File: config.mk
export PLATFORM = sky130hd
export DESIGN_NAME = ram_port_master_flat
export DESIGN_NICKNAME = d
export VERILOG_FILES = /design/src/rtl/ram_port_master_if.sv /design/src/rtl/ram_port_master.sv /design/src/flat_wrapper.sv
export SDC_FILE = /design/constraint.sdc
export NUM_CORES = 1
export LEC_CHECK = 0
export ABC_AREA = 1
export BUFFER_PORTS_ARGS = -buffer_cell sky130_fd_sc_hd__buf_4
export CAP_MARGIN = 40
export CELL_PAD_IN_SITES_DETAIL_PLACEMENT = 0
export CELL_PAD_IN_SITES_GLOBAL_PLACEMENT = 1
export CORE_ASPECT_RATIO = 1.2
export CORE_MARGIN = 2
export CORE_UTILIZATION = 24
export DETAILED_ROUTE_END_ITERATION = 7
export PLACE_DENSITY = 0.57
export SYNTH_ARGS = -nofsm -noshare
export SYNTH_HDL_FRONTEND = slang
export SYNTH_SLANG_ARGS = --single-unit
File: constraint.sdc
create_clock -name Clk -period 2.1 [get_ports Clk]
set_input_delay 0.105 -clock Clk [delete_from_list [all_inputs] [get_ports Clk]]
set_output_delay 0.105 -clock Clk [all_outputs]
set_load 0.005 [all_outputs]
File: src/rtl/ram_port_master_if.sv
// Bundle of request/response streams, init status and RAM port for ram_port_master.
// The master modport is the ram_port_master view; slave is the client-plus-RAM side.
interface ram_port_master_if #(
    parameter int DATAWIDTH = 2,
    parameter int ADDRWIDTH = 2
);
    logic                 ReqValid;
    logic                 ReqReady;
    logic                 ReqWrite;
    logic [ADDRWIDTH-1:0] ReqAddr;
    logic [DATAWIDTH-1:0] ReqWData;
    logic                 RspValid;
    logic                 RspReady;
    logic [DATAWIDTH-1:0] RspData;
    logic                 InitDone;
    logic [ADDRWIDTH-1:0] RamAddr;
    logic [DATAWIDTH-1:0] RamDataIn;
    logic                 RamWriteEnable;
    logic [DATAWIDTH-1:0] RamDataOut;

    modport master (
        input  ReqValid, ReqWrite, ReqAddr, ReqWData, RspReady, RamDataOut,
        output ReqReady, RspValid, RspData, InitDone, RamAddr, RamDataIn, RamWriteEnable
    );

    modport slave (
        output ReqValid, ReqWrite, ReqAddr, ReqWData, RspReady, RamDataOut,
        input  ReqReady, RspValid, RspData, InitDone, RamAddr, RamDataIn, RamWriteEnable
    );
endinterface

File: src/rtl/ram_port_master.sv
// Initiator for a single-port synchronous RAM with 1-cycle read latency.
// Turns a valid/ready request stream into RAM cycles, returns read data in order
// through a small show-ahead FIFO, and optionally zero-fills the RAM after reset.
module ram_port_master #(
    parameter int DATAWIDTH = 2,
    parameter int ADDRWIDTH = 2,
    parameter int RSP_DEPTH = 2,
    parameter bit INIT_EN   = 1'b1
) (
    input  logic              Clk,
    input  logic              Reset,
    ram_port_master_if.master bus
);
    localparam int MEMDEPTH = 2 ** ADDRWIDTH;
    localparam int PTRW     = $clog2(RSP_DEPTH);
    localparam int CNTW     = $clog2(RSP_DEPTH + 1);

    typedef enum logic {ST_INIT, ST_RUN} state_t;
    typedef logic [CNTW:0] use_t;

    state_t               state_q, state_d;
    logic [ADDRWIDTH-1:0] init_cnt_q;
    logic [ADDRWIDTH-1:0] ram_addr_q;
    logic [ADDRWIDTH-1:0] ram_addr;
    logic [DATAWIDTH-1:0] ram_wdata;
    logic                 ram_we;
    logic                 req_ready;
    logic                 req_accept;
    logic                 rd_accept;
    logic                 rd_pending_q;
    logic                 rsp_valid;
    logic                 rsp_pop;
    logic                 credit_ok;
    logic [DATAWIDTH-1:0] fifo_mem [RSP_DEPTH];
    logic [PTRW-1:0]      wr_ptr_q, rd_ptr_q;
    logic [CNTW-1:0]      count_q;

    function automatic logic [PTRW-1:0] ptr_inc(input logic [PTRW-1:0] p);
        return (p == PTRW'(RSP_DEPTH - 1)) ? '0 : p + PTRW'(1);
    endfunction

    assign rsp_valid = (count_q != '0);
    assign rsp_pop   = rsp_valid & bus.RspReady;
    // A read slot is free once the entry popped this cycle is counted as gone,
    // which keeps one read per cycle flowing while the consumer is ready.
    assign credit_ok = (use_t'(count_q) + use_t'(rd_pending_q) - use_t'(rsp_pop))
                       < use_t'(RSP_DEPTH);

    // Next state, request handshake and RAM port drive.
    always_comb begin
        // NOTE: every output gets a default first so no path leaves it unassigned (no latch).
        state_d    = state_q;
        req_ready  = 1'b0;
        req_accept = 1'b0;
        rd_accept  = 1'b0;
        ram_we     = 1'b0;
        ram_wdata  = '0;
        ram_addr   = ram_addr_q;
        if (Reset) begin
            ram_addr = '0;
        end else begin
            unique case (state_q)
                ST_INIT: begin
                    ram_we   = 1'b1;
                    ram_addr = init_cnt_q;
                    if (init_cnt_q == ADDRWIDTH'(MEMDEPTH - 1)) state_d = ST_RUN;
                end
                ST_RUN: begin
                    req_ready  = bus.ReqWrite | credit_ok;
                    req_accept = bus.ReqValid & req_ready;
                    rd_accept  = req_accept & ~bus.ReqWrite;
                    if (req_accept) begin
                        ram_addr  = bus.ReqAddr;
                        ram_we    = bus.ReqWrite;
                        ram_wdata = bus.ReqWrite ? bus.ReqWData : '0;
                    end
                end
                default: state_d = ST_RUN;
            endcase
        end
    end

    // Control state: FSM, sweep counter, held address, read capture and FIFO pointers.
    always_ff @(posedge Clk) begin
        // NOTE: state registers use non-blocking assignments so every flop samples pre-edge values.
        if (Reset) begin
            state_q      <= INIT_EN ? ST_INIT : ST_RUN;
            init_cnt_q   <= '0;
            ram_addr_q   <= '0;
            rd_pending_q <= 1'b0;
            wr_ptr_q     <= '0;
            rd_ptr_q     <= '0;
            count_q      <= '0;
        end else begin
            state_q      <= state_d;
            if (state_q == ST_INIT) init_cnt_q <= init_cnt_q + ADDRWIDTH'(1);
            ram_addr_q   <= ram_addr;
            rd_pending_q <= rd_accept;
            if (rd_pending_q) wr_ptr_q <= ptr_inc(wr_ptr_q);
            if (rsp_pop)      rd_ptr_q <= ptr_inc(rd_ptr_q);
            count_q      <= count_q + CNTW'(rd_pending_q) - CNTW'(rsp_pop);
        end
    end

    // Response storage: captures RamDataOut the edge after a read was issued.
    always_ff @(posedge Clk) begin
        // NOTE: the FIFO words are cleared on reset so RspData reads 0 until the first response.
        if (Reset) begin
            for (int i = 0; i < RSP_DEPTH; i++) fifo_mem[i] <= '0;
        end else if (rd_pending_q) begin
            fifo_mem[wr_ptr_q] <= bus.RamDataOut;
        end
    end

    assign bus.ReqReady       = req_ready;
    assign bus.RspValid       = rsp_valid;
    assign bus.RspData        = fifo_mem[rd_ptr_q];
    assign bus.InitDone       = (state_q == ST_RUN) & ~Reset;
    assign bus.RamAddr        = ram_addr;
    assign bus.RamDataIn      = ram_wdata;
    assign bus.RamWriteEnable = ram_we;
endmodule

File: src/flat_wrapper.sv
// flat-port wrapper written by rule: the top's interface ports become plain ports
module ram_port_master_flat 
#(
    parameter int DATAWIDTH = 2,
    parameter int ADDRWIDTH = 2,
    parameter int RSP_DEPTH = 2,
    parameter bit INIT_EN   = 1'b1
)
  (Clk, Reset, bus_ReqValid, bus_ReqWrite, bus_ReqAddr, bus_ReqWData, bus_RspReady, bus_RamDataOut, bus_ReqReady, bus_RspValid, bus_RspData, bus_InitDone, bus_RamAddr, bus_RamDataIn, bus_RamWriteEnable);
  ram_port_master_if #(.DATAWIDTH(DATAWIDTH), .ADDRWIDTH(ADDRWIDTH)) bus_i ();
  input  logic Clk;
  input  logic Reset;
  input wire logic [$bits(bus_i.ReqValid)-1:0] bus_ReqValid;
  input wire logic [$bits(bus_i.ReqWrite)-1:0] bus_ReqWrite;
  input wire logic [$bits(bus_i.ReqAddr)-1:0] bus_ReqAddr;
  input wire logic [$bits(bus_i.ReqWData)-1:0] bus_ReqWData;
  input wire logic [$bits(bus_i.RspReady)-1:0] bus_RspReady;
  input wire logic [$bits(bus_i.RamDataOut)-1:0] bus_RamDataOut;
  output wire logic [$bits(bus_i.ReqReady)-1:0] bus_ReqReady;
  output wire logic [$bits(bus_i.RspValid)-1:0] bus_RspValid;
  output wire logic [$bits(bus_i.RspData)-1:0] bus_RspData;
  output wire logic [$bits(bus_i.InitDone)-1:0] bus_InitDone;
  output wire logic [$bits(bus_i.RamAddr)-1:0] bus_RamAddr;
  output wire logic [$bits(bus_i.RamDataIn)-1:0] bus_RamDataIn;
  output wire logic [$bits(bus_i.RamWriteEnable)-1:0] bus_RamWriteEnable;
  assign bus_i.ReqValid = bus_ReqValid;
  assign bus_i.ReqWrite = bus_ReqWrite;
  assign bus_i.ReqAddr = bus_ReqAddr;
  assign bus_i.ReqWData = bus_ReqWData;
  assign bus_i.RspReady = bus_RspReady;
  assign bus_i.RamDataOut = bus_RamDataOut;
  assign bus_ReqReady = bus_i.ReqReady;
  assign bus_RspValid = bus_i.RspValid;
  assign bus_RspData = bus_i.RspData;
  assign bus_InitDone = bus_i.InitDone;
  assign bus_RamAddr = bus_i.RamAddr;
  assign bus_RamDataIn = bus_i.RamDataIn;
  assign bus_RamWriteEnable = bus_i.RamWriteEnable;
  ram_port_master #(.DATAWIDTH(DATAWIDTH), .ADDRWIDTH(ADDRWIDTH), .RSP_DEPTH(RSP_DEPTH), .INIT_EN(INIT_EN)) u_core (.Clk(Clk), .Reset(Reset), .bus(bus_i));
endmodule
Yosys cells after proc, flatten, opt, wreduce, memory -nomap -nowiden --
Memories as Yosys holds them, arrays and structs flattened. A register that Yosys moved wholly into a read port is not among the register bits. Index checks and enable logic that the tools add are counted.
Word-level totals: register bits 10, memory bits (writable) 4, input bits 11, output and inout bits 10, word-level logic and storage cells 54, memories 1
Cells by class: add/sub/neg operators 7, $lt $le $gt $ge 1, equal/unequal tests 1, mux-type cells 26, bitwise gates (word level) 8, reductions and logical operators 3
Memory list:
- u_core.fifo_mem | depth 2, bits a word 2, read ports 1, clocked after Yosys merged registers in 1, write ports 2, line ram_port_master.sv:34 | logic [DATAWIDTH-1:0] fifo_mem [RSP_DEPTH];
Operator list (number):
- 1-bit two-way mux | 17
- 2-bit two-way mux | 7
- 1-bit bitwise AND | 4
- 2-bit case mux with 2 select lines | 1
- 2-bit OR reduction | 2
- 2-bit by 1-bit adder with 3-bit output | 1
- 3-bit by 2-bit < comparator with 1-bit output (second input constant) | 1
- 1-bit NOT | 3
- 3-bit by 1-bit subtractor with 3-bit output | 1
- 1-bit adder (second input constant) | 2
- 2-bit by 1-bit adder with 2-bit output | 1
- 2-bit by 1-bit adder with 2-bit output (second input constant) | 1
- 2-bit == test (second input constant) | 1
- 1-bit case mux with 2 select lines | 1
- 2-bit nonzero test | 1
- 2-bit by 1-bit subtractor with 2-bit output | 1
- 1-bit OR | 1

Longest topological paths before layout --
Gate-level depths: netlist (run 1).
word-level depth 9, mapped depth 16, gate-level depth less buffers 16

Worst setup path before layout (run 1) --
OpenSTA, ideal clock, no wires.
path kind register to output, start point register u_core.count_q[1], end point output port bus_RamAddr[0], arrival time 2.116 ns, data required time 1.995 ns, setup slack -0.121 ns, cell stages (with the launch flop) 15, path buffers 0, path through dfxtp_1 -> or2_1 -> nand2_1 -> inv_2 -> ha_1 -> inv_1 -> ha_1 -> inv_1 -> fa_1 -> nand3_1 -> nand2_2 -> nand3_1 -> nand2_1 -> nor2_1 -> nor2_1
On the way: cells in the longest elaborated chain, start to end 9, elaborated cells between the ends (all ways) 10, those cells by class add/sub: 2; order compare: 1; mux: 3; bitwise: 3; reduce/logical: 1
RTL lines:
- start: declaration | line ram_port_master.sv:36 | logic [CNTW-1:0] count_q;
- start signal: assignment | line ram_port_master.sv:101 | count_q <= count_q + CNTW'(rd_pending_q) - CNTW'(rsp_pop);
- 2-bit nonzero test | line ram_port_master.sv:42 | assign rsp_valid = (count_q != '0);
- net bus_RspValid | line flat_wrapper.sv:20 | output wire logic [$bits(bus_i.RspValid)-1:0] bus_RspValid;
- 1-bit bitwise AND | line ram_port_master.sv:43 | assign rsp_pop = rsp_valid & bus.RspReady;
- net u_core.rsp_pop | line ram_port_master.sv:32 | logic rsp_pop;
- 3-bit by 1-bit subtractor with 3-bit output | line ram_port_master.sv:46 | assign credit_ok = (use_t'(count_q) + use_t'(rd_pending_q) - use_t'(rsp_pop))
- 3-bit by 2-bit < comparator with 1-bit output | line ram_port_master.sv:47 | < use_t'(RSP_DEPTH);
- 1-bit OR | line ram_port_master.sv:69 | req_ready = bus.ReqWrite | credit_ok;
- 1-bit bitwise AND | line ram_port_master.sv:70 | req_accept = bus.ReqValid & req_ready;
- 2-bit two-way mux | line ram_port_master.sv:72 | if (req_accept) begin
- 2-bit case mux with 2 select lines | line ram_port_master.sv:62 | unique case (state_q)
- 2-bit two-way mux | line ram_port_master.sv:59 | if (Reset) begin
- end: declaration | line flat_wrapper.sv:23 | output wire logic [$bits(bus_i.RamAddr)-1:0] bus_RamAddr;
The timed path passes the listed nets, and every way through them passes these cells.

Worst setup path after layout (run 1) --
start point register u_core.count_q[0], end point output port bus_RamAddr[0]
On the way: cells in the longest elaborated chain, start to end 9, elaborated cells between the ends (all ways) 10, those cells by class add/sub: 2; order compare: 1; mux: 3; bitwise: 3; reduce/logical: 1
RTL lines (line):
- 2-bit nonzero test | ram_port_master.sv:42
- 1-bit bitwise AND | ram_port_master.sv:43
- net u_core.rsp_pop | ram_port_master.sv:32
- 3-bit by 1-bit subtractor with 3-bit output | ram_port_master.sv:46
- 3-bit by 2-bit < comparator with 1-bit output | ram_port_master.sv:47
- 1-bit OR | ram_port_master.sv:69
- 1-bit bitwise AND | ram_port_master.sv:70
- 2-bit two-way mux | ram_port_master.sv:72
- 2-bit case mux with 2 select lines | ram_port_master.sv:62
- 2-bit two-way mux | ram_port_master.sv:59
The timed path passes the listed nets, and every way through them passes these cells.

==> impl_metrics.json, run 1 <==
{
  "antenna_found_initial": 0,
  "fp.coreArea_sq_um": 2810,
  "ir_worst_vdd_mv": 0.369,
  "period_share": 1.23,
  "start_util": 0.255,
  "worstPathArrival_ns": 2.48,
  "synth_most_common_cell": "nor2_1",
  "grt_pass1_wl_mm": 2.33,
  "timing.rr.start": "u_core.count_q[0]",
  "synth_area_per_cell_sq_um": 7.89,
  "routed-via-count": 666,
  "hp-start": "Reset",
  "drtIter0Drc": 6,
  "ys_seq_elements": 15,
  "wirelength_mm": 1.41,
  "grt_pass1_vias": 626,
  "power_density_nw_per_um2": 841,
  "worst-setup-path-type": "reg2out",
  "nFillCells": 310,
  "yosysSeqAreaShare": 0.474,
  "vias_per_cell": 4.19,
  "cts_num_sinks": 15,
  "setup_tns_ns": -1.91,
  "startpoint_type": "register",
  "cts_tree": "yes",
  "ys_types": 18,
  "slew_violations": 0,
  "min_path_type": "in2reg",
  "numCtsBuffers": 3,
  "io_pins": 21,
  "diodes": 0,
  "insertion_delay_ns": 0.28,
  "required_ns": 2.00,
  "endpoint_kind": "output port",
  "syn_inst": 91,
  "hold_buffers": 0,
  "critPathMostFrequentCell": "inv_2",
  "netlist_area_sq_um": 718,
  "synth_ff_type": "dfxtp_1",
  "clk_pin_slew_ns": 0.08,
  "synth-edff-count": 4,
  "antenna_left": 0,
  "htreeDepth": 1,
  "drc": 0,
  "yosysWarnings": 0,
  "power.leakage_nw": 0.529,
  "portBuffers": 20,
  "synthToLayoutAreaGrowth_pct": 49.8,
  "worstMarginPinSlew_ns": 0.364,
  "syn_nets": 106,
  "setup_viol": 6,
  "grt-ovfl-total": 0,
  "drv_cap": 0,
  "finalHoldViolCount": 0,
  "wl_per_cell_um": 8.87,
  "path_buf_inv": 4,
  "failed_checks": "setup timing",
  "fin_ws_ns": -0.490,
  "status": "complete, but fails checks",
  "slowest_stage": "fa_1",
  "die_h_um": 63.9,
  "synth.top_cell.area_share": 0.307,
  "crit_path_max_incr_delay_ns": 0.44,
  "synthTopCellsByArea": "dfxtp_1, edfxtp_1, nor2_1",
  "max_freq_mhz": 386,
  "fin_nets": 141,
  "clockRootBuffer": "clkbuf_4",
  "crit_family": "adder cells",
  "layout_min_cycle_time_ns": 2.59,
  "path_cells": "or2_1, nand2_1, inv_2, ha_4, inv_2, ha_4, inv_2, fa_1, nand3_2, nand2_4, nand3_2, nand2_1, nor2_1, nor2_1, buf_4",
  "startpoint": "u_core.count_q[0]",
  "maxSlewHeadroom": 0.757,
  "die_area_sq_um": 3450,
  "placed_cells": 151,
  "track_usage": 0.0918,
  "gp_congestion": 0.683,
  "rsz0062_at_grt": "true",
  "dr.pass1.iters": 2,
  "synth_commonest_cells": "nor2_1, nand2_1, dfxtp_1, inv_1, a21oi_1",
  "grt_max_degree": 11,
  "drive_above_1_share": 0.440,
  "critPathMaxFanout": 5,
  "final_cells": 159,
  "rrSetupSlack_ns": -0.25,
  "dp.final_hpwl_mm": 1.11,
  "synthArstFlopShare": 0,
  "die-width_um": 53.9,
  "fin_hold_ws_ns": 0.0432,
  "yosysTopAreaCell": "dfxtp_1",
  "clk_path_buf_depth": 2,
  "fin_skew_ns": 0.00534,
  "rows": 21
}
-- registers in the layout, summed over array words and instances (netlist names), named ones only --
name	count
u_core.init_cnt_q	2
u_core.count_q	2
u_core.rd_ptr_q	1
u_core.wr_ptr_q	1
u_core.state_q	1
u_core.ram_addr_q	2
u_core.rd_pending_q	1
u_core.fifo_mem	4
-- placed cells by master (no fill, tap or decap), types with 2 or more instances in the layout --
cell type	n
nand3_1	2
edfxtp_1	4
a21oi_2	2
nor2_2	2
buf_4	32
dfxtp_2	2
dfxtp_1	9
ha_4	2
nand2_1	14
or2_1	2
mux2_1	2
inv_1	8
inv_2	6
clkbuf_4	3
a21oi_1	4
nor2_1	19
nand3_2	3
o21ai_1	2
-- kinds of logic after synthesis --
group                      count (synthesis)  synth area share
AOI/OAI and AO/OA                          9            0.0627
adders and majority gates                  4            0.0801
DFF                                       15             0.474
muxes                                      2            0.0314
and+or+nand+nor                           45             0.265
buffers and inverters                     16            0.0871
-- worst register-to-register path, cell delays in order (launching register included) --
cell and delay [ns]:
dfxtp_2 0.33, or2_1 0.23, nand2_1 0.08, inv_2 0.05
ha_4 0.20, inv_2 0.06, ha_4 0.11, inv_2 0.03
fa_1 0.52, nand3_2 0.10, nand2_4 0.11, nand3_2 0.06
nand2_1 0.08, nor2_2 0.05, buf_4 0.12, buf_4 0.11
nor2_1 0.06
-- through the flow --
| stage | cell area, sq um | setup slack, ns | utilization | power [W] |
|---|---|---|---|---|
| global route | 1080 | -0.650 | 0.383 | 0.000978 |
| finish | 1080 | -0.490 | 0.383 | 0.000905 |
| global placement | 998 | -0.249 | 0.355 | 0.000696 |
| floorplan | 756 | -0.0884 | - | 0.000554 |
| detailed placement | 998 | -0.264 | 0.355 | 0.000701 |
| CTS | 1040 | -0.517 | 0.371 | 0.000895 |
-- final cells by class --
type                       instances  area (sq um)  share of cell area
clock buffer                       3          22.5              0.0209
clock inverter                     1          5.00             0.00465
inverter                          14          52.6              0.0488
multi-input combinational         60           370               0.344
sequential                        15           343               0.319
tap                               34          42.5              0.0395
timing repair buffer              32           240               0.223
-- layer usage --
layer  wire length [um]  global-route usage  share of wire
met4                 17              0.0577          0.012
met5                  0                   0              0
met1                563               0.101           0.40
met2                754               0.152           0.53
met3                 75              0.0210          0.053
-- timing repair --
action	4_1_cts	5_1_grt
resized for setup	2	3
buffers inserted	1	3
pin swaps	3	1
setup endpoints to repair	6	6
-- path summary, 6_finish.rpt --
check | end | cells after the start
max | bus_RamAddr[0] | 15
min | u_core.count_q[1] | 2
max reg2reg | u_core.ram_addr_q[1] | 16
min reg2reg | register | 1
-- power breakdown --
| group | switching, W | internal [W] |
|---|---|---|
| registers | 0.0000322 | 0.000347 |
| logic | 0.000157 | 0.000209 |
| clock network | 0.0000890 | 0.0000705 |
(Power assumes the default switching activity.)
==> inputs of run 2 (changes only) <==
- CORE_UTILIZATION: 24 -> 31
- PLACE_DENSITY: 0.57 -> 0.7
==> run 2 against run 1 <==
The run still ends with setup timing left. Hold slack lost 0.0066 ns. Maximum frequency grew 0.27%. Clock skew shrank 0.0042 ns. Routed wire length grew 0.57%. Clock-buffer cell count grew 1. Critical endpoint unchanged. Highest routed layer unchanged.
==> impl_metrics.json, run 2 (synthesis results as in run 1) <==
{
  "antenna_found_initial": 0,
  "power.leakage_nw": 0.521,
  "status": "complete, but fails checks",
  "die_h_um": 56.7,
  "max_freq_mhz": 387,
  "drc": 0,
  "swShare": 0.309,
  "wirelength_mm": 1.42,
  "worstMarginPinSlew_ns": 0.354,
  "diodes": 0,
  "power_density_nw_per_um2": 832,
  "ir_worst_vdd_mv": 0.367,
  "finalHoldViolCount": 0,
  "htreeDepth": 1,
  "portBuffers": 20,
  "vias_per_cell": 4.46,
  "numCtsBuffers": 3,
  "drive_above_1_share": 0.435,
  "gp_congestion": 0.716,
  "fin_ws_ns": -0.483,
  "hold_buffers": 0,
  "wl_per_cell_um": 9.15,
  "track_usage": 0.125,
  "critPathMaxFanout": 5,
  "nFillCells": 234,
  "mostFrequentLayoutCells": "buf_4, nor2_1, nand2_1",
  "power_frac_comb": 0.388,
  "io_pins": 21,
  "dpl_cell_area_sq_um": 980,
  "clkPwrFrac": 0.185,
  "post-route-cell-area_sq_um": 1060,
  "grt_pass1_vias": 634,
  "antenna_left": 0,
  "layout_min_cycle_time_ns": 2.58,
  "switching_power_w": 0.000273,
  "start_util": 0.321,
  "slew_violations": 0,
  "routed-via-count": 692,
  "fin_skew_ns": 0.00111,
  "clk_pin_slew_ns": 0.09,
  "rows": 19,
  "die_area_sq_um": 2720,
  "dp.final_hpwl_mm": 1.11,
  "period_share": 1.23,
  "endpoint_kind": "output port",
  "regArea_sq_um": 343,
  "worstPathArrival_ns": 2.48,
  "largest_reg_flops": 4,
  "pre_cts_ws_ns": -0.283,
  "multi_input_area_sq_um": 372,
  "drv_cap": 0,
  "grt_pass1_wl_mm": 2.38,
  "dr.pass1.iters": 4,
  "rsz0062_at_grt": "true",
  "mostFrequentLayoutCell": "buf_4",
  "clk_path_buf_depth": 2,
  "startpoint_type": "register",
  "seq_power_share": 0.427,
  "fin_nets": 140,
  "setup_viol": 6,
  "worst-setup-path-type": "reg2out",
  "regMostFlops": "u_core.fifo_mem",
  "required_ns": 2.00,
  "insertion_delay_ns": 0.27,
  "min_path_type": "in2reg",
  "failed_checks": "setup timing",
  "grt-ovfl-total": 0,
  "synthToLayoutAreaGrowth_pct": 48.3,
  "p_int_w": 0.000613,
  "clockRootBuffer": "clkbuf_4",
  "fp.coreArea_sq_um": 2230,
  "die-width_um": 47.9,
  "maxSlewHeadroom": 0.764,
  "grt_max_degree": 11,
  "cts_tree": "yes",
  "cts_num_sinks": 15,
  "drtIter0Drc": 7
}
-- run 2: cell count changes in the layout (fill, tap and decap cells not counted) --
cell / before / now
clkbuf_1: 0 / 1
clkinv_2: 1 / 0
a21oi_1: 4 / 5
nor2_2: 2 / 3
nand2_2: 1 / 2
a21oi_2: 2 / 1
nor2_1: 19 / 18
buf_4: 32 / 31
nand2_1: 14 / 13
-- run 2: cell type report --
| class | instances | share of cell area |
|---|---|---|
| Multi-Input combinational cell | 60 | 0.349 |
| Timing Repair Buffer | 31 | 0.219 |
| Clock buffer | 4 | 0.0247 |
| Tap cell | 31 | 0.0364 |
| Inverter | 14 | 0.0494 |
| Sequential cell | 15 | 0.322 |
-- run 2: final timing paths --
path	startpoint	to	slack (ns)	cells past startpoint
hold reg to reg	u_core.rd_ptr_q	u_core.rd_ptr_q	0.47	1
setup / recovery	u_core.count_q[0]	bus_RamAddr[0]	-0.48	15
setup reg to reg	u_core.count_q[0]	u_core.ram_addr_q[1]	-0.35	17
hold / removal	Reset	u_core.count_q[1]	0.04	2
-- run 2: repair_timing --
item / in CTS / in global routing
buffers inserted: 20 / 0
setup endpoints to repair: 6 / 6
pin swaps: 4 / 1
resized for setup: 5 / 1
-- run 2: worst max-delay path, stage by stage, from the launching register on --
cell and delay [ns]:
dfxtp_2 0.32, or2_1 0.23, nand2_1 0.08, inv_2 0.05
ha_4 0.20, inv_2 0.06, ha_4 0.11, inv_2 0.03
fa_1 0.52, nand3_2 0.10, nand2_4 0.10, nand3_2 0.07
nand2_1 0.08, nor2_2 0.04, nor2_1 0.10, buf_4 0.11
-- run 2: power by group through the flow --
stage,Clock [W],Combinational [W],Sequential (W)
6_report,0.000164,0.000344,0.000378
5_1_grt,0.000189,0.000393,0.000385
4_1_cts,0.000174,0.000350,0.000379
3_5_place_dp,0,0.000293,0.000385
3_3_place_gp,0,0.000288,0.000384
2_1_floorplan,0,0.000175,0.000379
-- run 2: per-stage QoR --
| step | hold slack [ns] | total power (W) | instances | setup TNS, ns | util |
|---|---|---|---|---|---|
| 6_report | 0.0367 | 0.000886 | 155 | -2.05 | 0.476 |
| 2_1_floorplan | 0.264 | 0.000554 | 91 | -0.323 | - |
| 3_3_place_gp | 0.339 | 0.000671 | 146 | -1.21 | 0.438 |
| 5_1_grt | 0.0142 | 0.000967 | 155 | -3.04 | 0.476 |
| 4_1_cts | 0.0313 | 0.000903 | 155 | -2.18 | 0.475 |
| 3_5_place_dp | 0.340 | 0.000679 | 146 | -1.32 | 0.438 |
-- run 2: per-layer routing --
metal	global-route usage	routed length, um
met5	0	0
met4	0.0811	17
met3	0.0322	66
met2	0.217	791
met1	0.120	542
==> inputs of run 3 (changes only) <==
--- a/config.mk
+++ b/config.mk
@@ -14,5 +14,5 @@
 export CORE_MARGIN = 2
-export CORE_UTILIZATION = 31
+export CORE_UTILIZATION = 35
 export DETAILED_ROUTE_END_ITERATION = 7
-export PLACE_DENSITY = 0.7
+export PLACE_DENSITY = 0.75
 export SYNTH_ARGS = -nofsm -noshare
==> constraint.sdc (replaced) <==
create_clock -name Clk -period 2.55 [get_ports Clk]
set_input_delay 0.1275 -clock Clk [delete_from_list [all_inputs] [get_ports Clk]]
set_output_delay 0.1275 -clock Clk [all_outputs]
set_load 0.1 [all_outputs]
==> run 3 against run 2 <==
The flow still finishes with violations (setup timing). Register-to-register slack better by 0.39 ns. Setup slack improved by 0.36 ns. Final area rose by 3.5%. Final cell count fell by 10%. Critical path depth is the same. Combinational power increased by 42%. Sequential share of layout area down 1.1 points. Via count decreased by 6.1%. Flip-flop and latch count stayed put. Non-clock buffer count fell by 4.
==> impl_metrics.json, run 3 (synthesis results as in run 1) <==
{
  "antenna_left": 0,
  "r2r-end": "u_core.rd_pending_q",
  "min_path_type": "in2reg",
  "ir_worst_vdd_mv": 0.446,
  "fin_nets": 136,
  "max_freq_mhz": 373,
  "grt-ovfl-total": 0,
  "hold_buffers": 0,
  "period_share": 1.05,
  "switching_power_w": 0.000411,
  "regMostFlops": "u_core.fifo_mem",
  "cts_num_sinks": 15,
  "power_density_nw_per_um2": 845,
  "track_usage": 0.145,
  "drive_above_1_share": 0.467,
  "gp_congestion": 0.673,
  "grt_pass1_wl_mm": 2.53,
  "status": "complete, but fails checks",
  "r2r_cells": 16,
  "rows": 17,
  "pre_cts_ws_ns": -0.0102,
  "diodes": 0,
  "dp.final_hpwl_mm": 1.09,
  "failed_checks": "setup timing",
  "wirelength_mm": 1.37,
  "layout_min_cycle_time_ns": 2.68,
  "maxSlewHeadroom": 0.701,
  "rsz0062_at_grt": "true",
  "drc": 0,
  "final_cells": 139,
  "worst-setup-path-type": "reg2out",
  "fin_hold_ws_ns": 0.0901,
  "setup_tns_ns": -0.371,
  "placed_cells": 131,
  "dpl_cell_area_sq_um": 976,
  "worstPathArrival_ns": 2.55,
  "endpoint_kind": "output port",
  "fin_skew_ns": 0.00138,
  "grt_pass1_vias": 636,
  "insertion_delay_ns": 0.27,
  "fin_ws_ns": -0.128,
  "grt_max_degree": 11,
  "antenna_found_initial": 0,
  "fp.coreArea_sq_um": 1890,
  "slew_violations": 0,
  "clk_pin_slew_ns": 0.08,
  "setup_viol": 3,
  "routed-via-count": 650,
  "vias_per_cell": 4.68,
  "startpoint": "u_core.count_q[0]",
  "portBuffers": 20,
  "post-route-cell-area_sq_um": 1100,
  "seq_power_share": 0.335,
  "start_util": 0.379,
  "wl_per_cell_um": 9.85,
  "timing.rr.start": "u_core.count_q[0]",
  "die_area_sq_um": 2430,
  "power.leakage_nw": 0.512,
  "cts_tree": "yes",
  "mostFrequentLayoutCell": "buf_4",
  "nFillCells": 178,
  "rrSetupSlack_ns": 0.04,
  "mostFrequentLayoutCells": "buf_4, nor2_1, nand2_1",
  "critPathMaxFanout": 5,
  "p_int_w": 0.000520,
  "clkPwrFrac": 0.138,
  "io_pins": 21,
  "startpoint_type": "register",
  "drv_cap": 0,
  "dr.pass1.iters": 4,
  "required_ns": 2.42,
  "power_frac_comb": 0.527,
  "worstMarginPinSlew_ns": 0.444,
  "clockRootBuffer": "clkbuf_4",
  "die-width_um": 45.4,
  "largest_reg_flops": 4,
  "htreeDepth": 1,
  "swShare": 0.442,
  "numCtsBuffers": 3,
  "cp-endpoint": "bus_RamAddr[1]",
  "drtIter0Drc": 3,
  "synthToLayoutAreaGrowth_pct": 53.5,
  "clk_path_buf_depth": 2,
  "finalHoldViolCount": 0,
  "die_h_um": 53.6
}
-- run 3: changes by cell type in the layout (fill, tap and decap cells not counted), sizes merged --
| cell | before | now |
|---|---|---|
| buf | 31 | 27 |
-- run 3: final cells by class --
cell class                      count  area (sq um)  share of cell area
Clock buffer                        4          26.3              0.0238
Sequential cell                    15           343               0.311
Timing Repair Buffer               27           240               0.218
Tap cell                           19          23.8              0.0216
Inverter                           14          52.6              0.0477
Multi-Input combinational cell     60           417               0.378
-- run 3: timing repair --
action	CTS	global route
pin swaps	8	0
buffers inserted	1	3
gates resized for setup	15	1
endpoints found under the setup margin	3	3
-- run 3: critical path: stages (launching register included) --
cell,delay (ns)
dfxtp_2,0.32
or2_4,0.24
nand2_2,0.06
inv_2,0.04
ha_4,0.20
inv_2,0.06
ha_4,0.11
inv_2,0.03
fa_1,0.52
nand3_2,0.11
nand2_4,0.11
nand3_2,0.08
nand2_2,0.08
nor2_4,0.05
nor2_4,0.09
buf_12,0.18
-- run 3: power groups by stage --
stage               registers, W  logic, W  clock network [W]
floorplan               0.000313  0.000345                  0
global placement        0.000316  0.000434                  0
detailed placement      0.000317  0.000440                  0
CTS                     0.000312  0.000478           0.000137
global route            0.000319  0.000530           0.000155
finish                  0.000312  0.000490           0.000129
-- run 3: worst min-delay path by stage --
stage,start,endpoint,slack [ns],cells after the start
after floorplan,bus_ReqValid,u_core.rd_pending_q,0.27,1
after global placement,Reset,u_core.count_q[1],0.38,2
after detailed placement,Reset,u_core.count_q[1],0.38,2
after CTS,Reset,u_core.count_q[1],0.08,2
after global routing,Reset,u_core.count_q[0],0.08,2
final,Reset,u_core.count_q[1],0.09,2
-- run 3: stage by stage --
stage | util | power (W)
2_1_floorplan | - | 0.000658
3_3_place_gp | 0.516 | 0.000750
3_5_place_dp | 0.516 | 0.000757
4_1_cts | 0.568 | 0.000927
5_1_grt | 0.582 | 0.00100
6_report | 0.582 | 0.000931
-- run 3: routing by layer --
metal  routed length (um)  GRT usage  up-vias
li1                     -          -      343
met1                  572      0.157      288
met2                  702      0.260       17
met3                   77     0.0302        2
met4                   16     0.0735        0
met5                    0          0        -
